===== src/rtl/pixel_skew_feeder.sv =====
// pixel_skew_feeder: packs an unsigned pixel stream into rows of LANES pixels,
// zero-extends each pixel to OUT_WIDTH and injects the row into a systolic array
// with diagonal skew (lane i delayed i cycles relative to lane 0).
// Build option PIXEL_FEEDER_PAD_REPLICATE_EN: when defined, unfilled slots of a
// partial final row repeat the last accepted pixel; otherwise they are zero.
//
// state | meaning
// FILL  | accepting pixels into the row buffer
// DRAIN | last row issued, waiting LANES cycles for the skew to empty
// DONE  | frame_done pulse, input still held off
module pixel_skew_feeder #(
    parameter int LANES     = 4,
    parameter int PIX_WIDTH = 8,
    parameter int OUT_WIDTH = 24
) (
    input  logic                       clk,
    input  logic                       rst,
    input  logic                       in_valid,
    output logic                       in_ready,
    input  logic [PIX_WIDTH-1:0]       in_pixel,
    input  logic                       in_last,
    output logic [LANES-1:0]           out_valid,
    output logic [LANES*OUT_WIDTH-1:0] out_data,
    output logic                       frame_done,
    output logic                       busy
);

    localparam int            CW        = $clog2(LANES);
    localparam logic [CW-1:0] LAST_SLOT = CW'(LANES - 1);

    typedef enum logic [1:0] {
        FILL  = 2'd0,
        DRAIN = 2'd1,
        DONE  = 2'd2
    } state_t;

    state_t                 state_q;
    logic [CW-1:0]          drain_cnt_q;
    logic                   in_ready_q;
    logic                   frame_done_q;
    logic [CW-1:0]          slot_q;
    logic [PIX_WIDTH-1:0]   row_q [LANES];
    logic [PIX_WIDTH-1:0]   row_d [LANES];
    logic [PIX_WIDTH-1:0]   pad_val;
    logic [LANES-1:0]       lane_busy;
    logic                   accept;
    logic                   issue;

    assign accept = in_valid && in_ready_q;
    assign issue  = accept && (in_last || (slot_q == LAST_SLOT));

    // Pad value for slots beyond the issuing pixel of a partial row
    always_comb begin
`ifdef PIXEL_FEEDER_PAD_REPLICATE_EN
        pad_val = in_pixel;
`else
        pad_val = '0;
`endif
    end

    // Row as it enters the skew pipeline: stored slots, the issuing pixel, then padding
    always_comb begin
        for (int k = 0; k < LANES; k++) begin
            if (CW'(k) < slot_q) begin
                row_d[k] = row_q[k];
            end else if (CW'(k) == slot_q) begin
                row_d[k] = in_pixel;
            end else begin
                row_d[k] = pad_val;
            end
        end
    end

    // Row buffer fill; the issuing pixel bypasses the buffer so it is free next cycle
    always_ff @(posedge clk) begin
        if (rst) begin
            slot_q <= '0;
            for (int k = 0; k < LANES; k++) begin
                row_q[k] <= '0;
            end
        end else if (accept) begin
            if (issue) begin
                slot_q <= '0;
            end else begin
                row_q[slot_q] <= in_pixel;
                slot_q        <= slot_q + 1'b1;
            end
        end
    end

    // Frame sequencing with registered in_ready and frame_done
    always_ff @(posedge clk) begin
        if (rst) begin
            state_q      <= FILL;
            in_ready_q   <= 1'b1;
            frame_done_q <= 1'b0;
            drain_cnt_q  <= '0;
        end else begin
            case (state_q)
                FILL: begin
                    if (issue && in_last) begin
                        state_q     <= DRAIN;
                        in_ready_q  <= 1'b0;
                        drain_cnt_q <= LAST_SLOT;
                    end
                end
                DRAIN: begin
                    if (drain_cnt_q == '0) begin
                        state_q      <= DONE;
                        frame_done_q <= 1'b1;
                    end else begin
                        drain_cnt_q <= drain_cnt_q - 1'b1;
                    end
                end
                DONE: begin
                    state_q      <= FILL;
                    frame_done_q <= 1'b0;
                    in_ready_q   <= 1'b1;
                end
                default: begin
                    state_q      <= FILL;
                    frame_done_q <= 1'b0;
                    in_ready_q   <= 1'b1;
                end
            endcase
        end
    end

    for (genvar i = 0; i < LANES; i++) begin : g_lane
        logic [i:0]           v_q;
        logic [PIX_WIDTH-1:0] d_q [i+1];

        // Lane i skew: i+1 stages; data is zero while not carrying a valid pixel
        always_ff @(posedge clk) begin
            if (rst) begin
                v_q <= '0;
                for (int j = 0; j <= i; j++) begin
                    d_q[j] <= '0;
                end
            end else begin
                v_q[0] <= issue;
                d_q[0] <= issue ? row_d[i] : '0;
                for (int j = 1; j <= i; j++) begin
                    v_q[j] <= v_q[j-1];
                    d_q[j] <= d_q[j-1];
                end
            end
        end

        assign out_valid[i]                        = v_q[i];
        assign out_data[i*OUT_WIDTH +: OUT_WIDTH]  = {{(OUT_WIDTH-PIX_WIDTH){1'b0}}, d_q[i]};
        assign lane_busy[i]                        = |v_q;
    end

    assign in_ready   = in_ready_q;
    assign frame_done = frame_done_q;
    assign busy       = (slot_q != '0) || (|lane_busy);

endmodule


===== config.mk =====
export PLATFORM = sky130hd
export DESIGN_NAME = pixel_skew_feeder
export DESIGN_NICKNAME = d
export VERILOG_FILES = /design/src/rtl/pixel_skew_feeder.sv
export SDC_FILE = /design/constraint.sdc
export NUM_CORES = 1
export LEC_CHECK = 0
export CORE_ASPECT_RATIO = 0.6
export CORE_MARGIN = 3
export CORE_UTILIZATION = 40
export CTS_CLUSTER_DIAMETER = 30
export DETAILED_ROUTE_END_ITERATION = 8
export PLACE_DENSITY_LB_ADDON = 0.2
export SETUP_SLACK_MARGIN = 0.3
export SYNTH_ARGS = -nofsm -noshare
export SYNTH_HDL_FRONTEND = slang
export SYNTH_SLANG_ARGS = --single-unit

===== constraint.sdc =====
create_clock -name clk -period 2.8 [get_ports clk]
set_input_delay 0.56 -clock clk [delete_from_list [all_inputs] [get_ports clk]]
set_output_delay 0.56 -clock clk [all_outputs]
set_load 0.02 [all_outputs]

==> impl_results.md <==
* Power Density at between 700 and 800 nW/µm²
* Critical path startpoint category: flop
* H-tree Lvls at 4
* Worst EP arrival at about 1700 ps
* Clk buf depth at 2
* Average cell area after synthesis at roughly 11 µm²
* Ys flop type: dfxtp_1
* Hold_ws at between 400 and 500 ps
* # fillers at 1002
* Horiz. Die Dim at between 100 and 150 µm
* 1st-iter DRT viols at 102
* Nets at 455
* Place WS at 398 ps
* Die height at 87.5 µm
* Final Max Tran Viols at 0
* Vias/cell at between 4 and 5
* GRT overflow at 0
* Gr usage total at ~12%
* Post-synth EDFFs at 24
* Synthesis-to-finish area growth at 18.0%
* Setup Skew at about 5.3 ps
* Hold buffers post-CTS at 0
* Post-Syn Instances at between 300 and 400
* Status: finished clean
* Final Cycle Share at between 70% and 80%
* Yosys cell types at 36
* Final Critical Period at approximately 2200 ps
* Hold Vio Cnt, Final at 0
* Final setup viols at 0
* Final instance area at approximately 5200 µm²
* I/O Buffers at 50
* DR DRC count at 0
* Clk sinks at between 100 and 150
* Setup TNS at 0 ps
* GPL Wtd Cong at around 0.84
* Most common cell after layout, fill and taps aside: dfxtp_1
* Pre-antenna DRT Iters at 4
* Mapped cell area at 4430 µm²
* Final antenna-violating net count at 0
* Initial antenna violation count at 0
* Total CTS buffers at 17
* Slew at the pin closest to its max-slew limit at 689 ps
* Post-DP HPWL at between 5000 and 6000 µm
* RSZ-0062 raised after global routing: no
* Pin count of the biggest net entering global routing at between 40 and 50
* Pwr Total at approximately 3.9 mW
* CP Max Fanout at 6
* Synth warn at 0
* Root Buffer: clkbuf_16
* Leakage at about 2.2 nW
* Post-layout util at just under 50%
* Clk Latency, worst-skew pair at ~400 ps
* Area of the core at ~11000 µm²
* Layout Cells excl Fill at ~590
* Setup slack, reg-to-reg at around 710 ps
* Die area at roughly 12000 µm²
* Sequential share of the synthesized area at slightly below 60%
* Antenna cell count at 0
* Maximum vdd drop at around 0.00053 V
* I/O pins at between 100 and 150
* Met2 GRT Util at around 15%
* Grt met3 use at 5.87%
* Met1 Use GR at between 10% and 20%
* Wirelength per Cell at approximately 13 µm
* First-pass GRT wire length at about 11000 µm
* Final wirelength at 7360 µm
* Initial Util at between 40% and 50%
* Most frequent cells in the layout: dfxtp_1 (91), conb_1 (64), nor2b_1 (52)
* Final worst slack at approximately 600 ps
* Vias in the first global route at between 2000 and 2500
* Async S/R FF share, synth at 0%
* Fmax at about 450 MHz
* Worst Path Required at around 2200 ps
* Vias after detailed routing at roughly 2400
* Relative max-transition margin at between 50% and 60%
* GRT Max-Usage Layer: met1
* FP Rows at 29
* Share of cells above drive strength 1 at between 10% and 20%
* Clk slew on worst S/H paths at 50 ps
* Placed cell areas at between 4000 and 5000 µm²
* Placed cells at between 500 and 600
* Setup crit end kind: primary output
* MaxCap Viol Count at 0
* CP Class: flop to primary output
* Hold crit path type: flop to flop
* Yosys reg bits at about 120
* CTS tree: yes
critical path, cell delays in order, from the launching register on:
cell and delay (ps):
dfxtp_1 440, inv_1 140, ha_1 260, nand2_1 80, dlygate4sd2_1 330
final cells by class:
cell class	instances	area [µm²]	area share [%]
clock inverters	14	114	2.18
flip-flops and latches	116	2570	49.1
repair buffers	58	554	10.6
inverters	5	22.5	0.431
well taps	139	174	3.33
clock buffers	17	425	8.14
multi-input cells	240	1370	26.2
timing repair:
action | in CTS | in global routing
buffers inserted | 1 | 0
gates resized for setup | 4 | 0
setup endpoints to repair | 1 | 0
cell usage after synthesis (3+ instances only):
cell	count	area (µm²)
ha_1	5	62.6
buf_4	81	608
or2_1	3	18.8
inv_1	5	18.8
nand3_1	8	40.0
buf_6	4	45.0
a21oi_1	12	60.1
nand2_1	15	56.3
clkbuf_1	10	37.5
and3_1	8	50.1
a22o_1	6	52.6
dfxtp_1	92	1840
edfxtp_1	24	721
nor2b_1	52	325
nor3_1	5	25.0
buf_2	3	15.0
nor2_1	10	37.5
mux2i_1	8	80.1
and2_1	25	156
power by group:
part | internal, mW | switching (mW)
registers | 1.74 | 0.0162
clock network | 1.20 | 0.718
logic | 0.0634 | 0.171
total | 3.00 | 0.905
worst paths after layout:
check / from / end / depth (start not counted)
setup / recovery: slot_q[0] / busy / 4
hold / removal: g_lane[3].d_q[2][1] / g_lane[3].d_q[3][1] / 1
setup reg to reg: slot_q[0] / row_q[2][0] / 4
hold reg to reg: g_lane[3].d_q[2][1] / g_lane[3].d_q[3][1] / 1
routing by layer:
| metal | wire length (µm) | part of all wire [%] | up-vias |
|---|---|---|---|
| met5 | 0 | 0 | - |
| met4 | 108 | 1.5 | 0 |
| met3 | 548 | 7.4 | 11 |
| met2 | 2820 | 38 | 79 |
| met1 | 3890 | 53 | 1075 |
| li1 | - | - | 1240 |
registers in the layout, indices dropped and copies added, names as in the netlist:
register and count:
g_lane.d_q 80, row_q 24, g_lane.v_q 4, drain_cnt_q 2
slot_q 2, state_q 2, frame_done 1, in_ready 1
kinds of logic after synthesis:
| kind of cell | synth area share [%] |
|---|---|
| other cells | 0.0847 |
| simple gates | 18.6 |
| compound gates | 3.67 |
| flops | 57.9 |
| buf+inv | 16.6 |
| fa+ha+maj | 1.41 |
| mux | 1.81 |
Power figures use the tool's default switching activity.
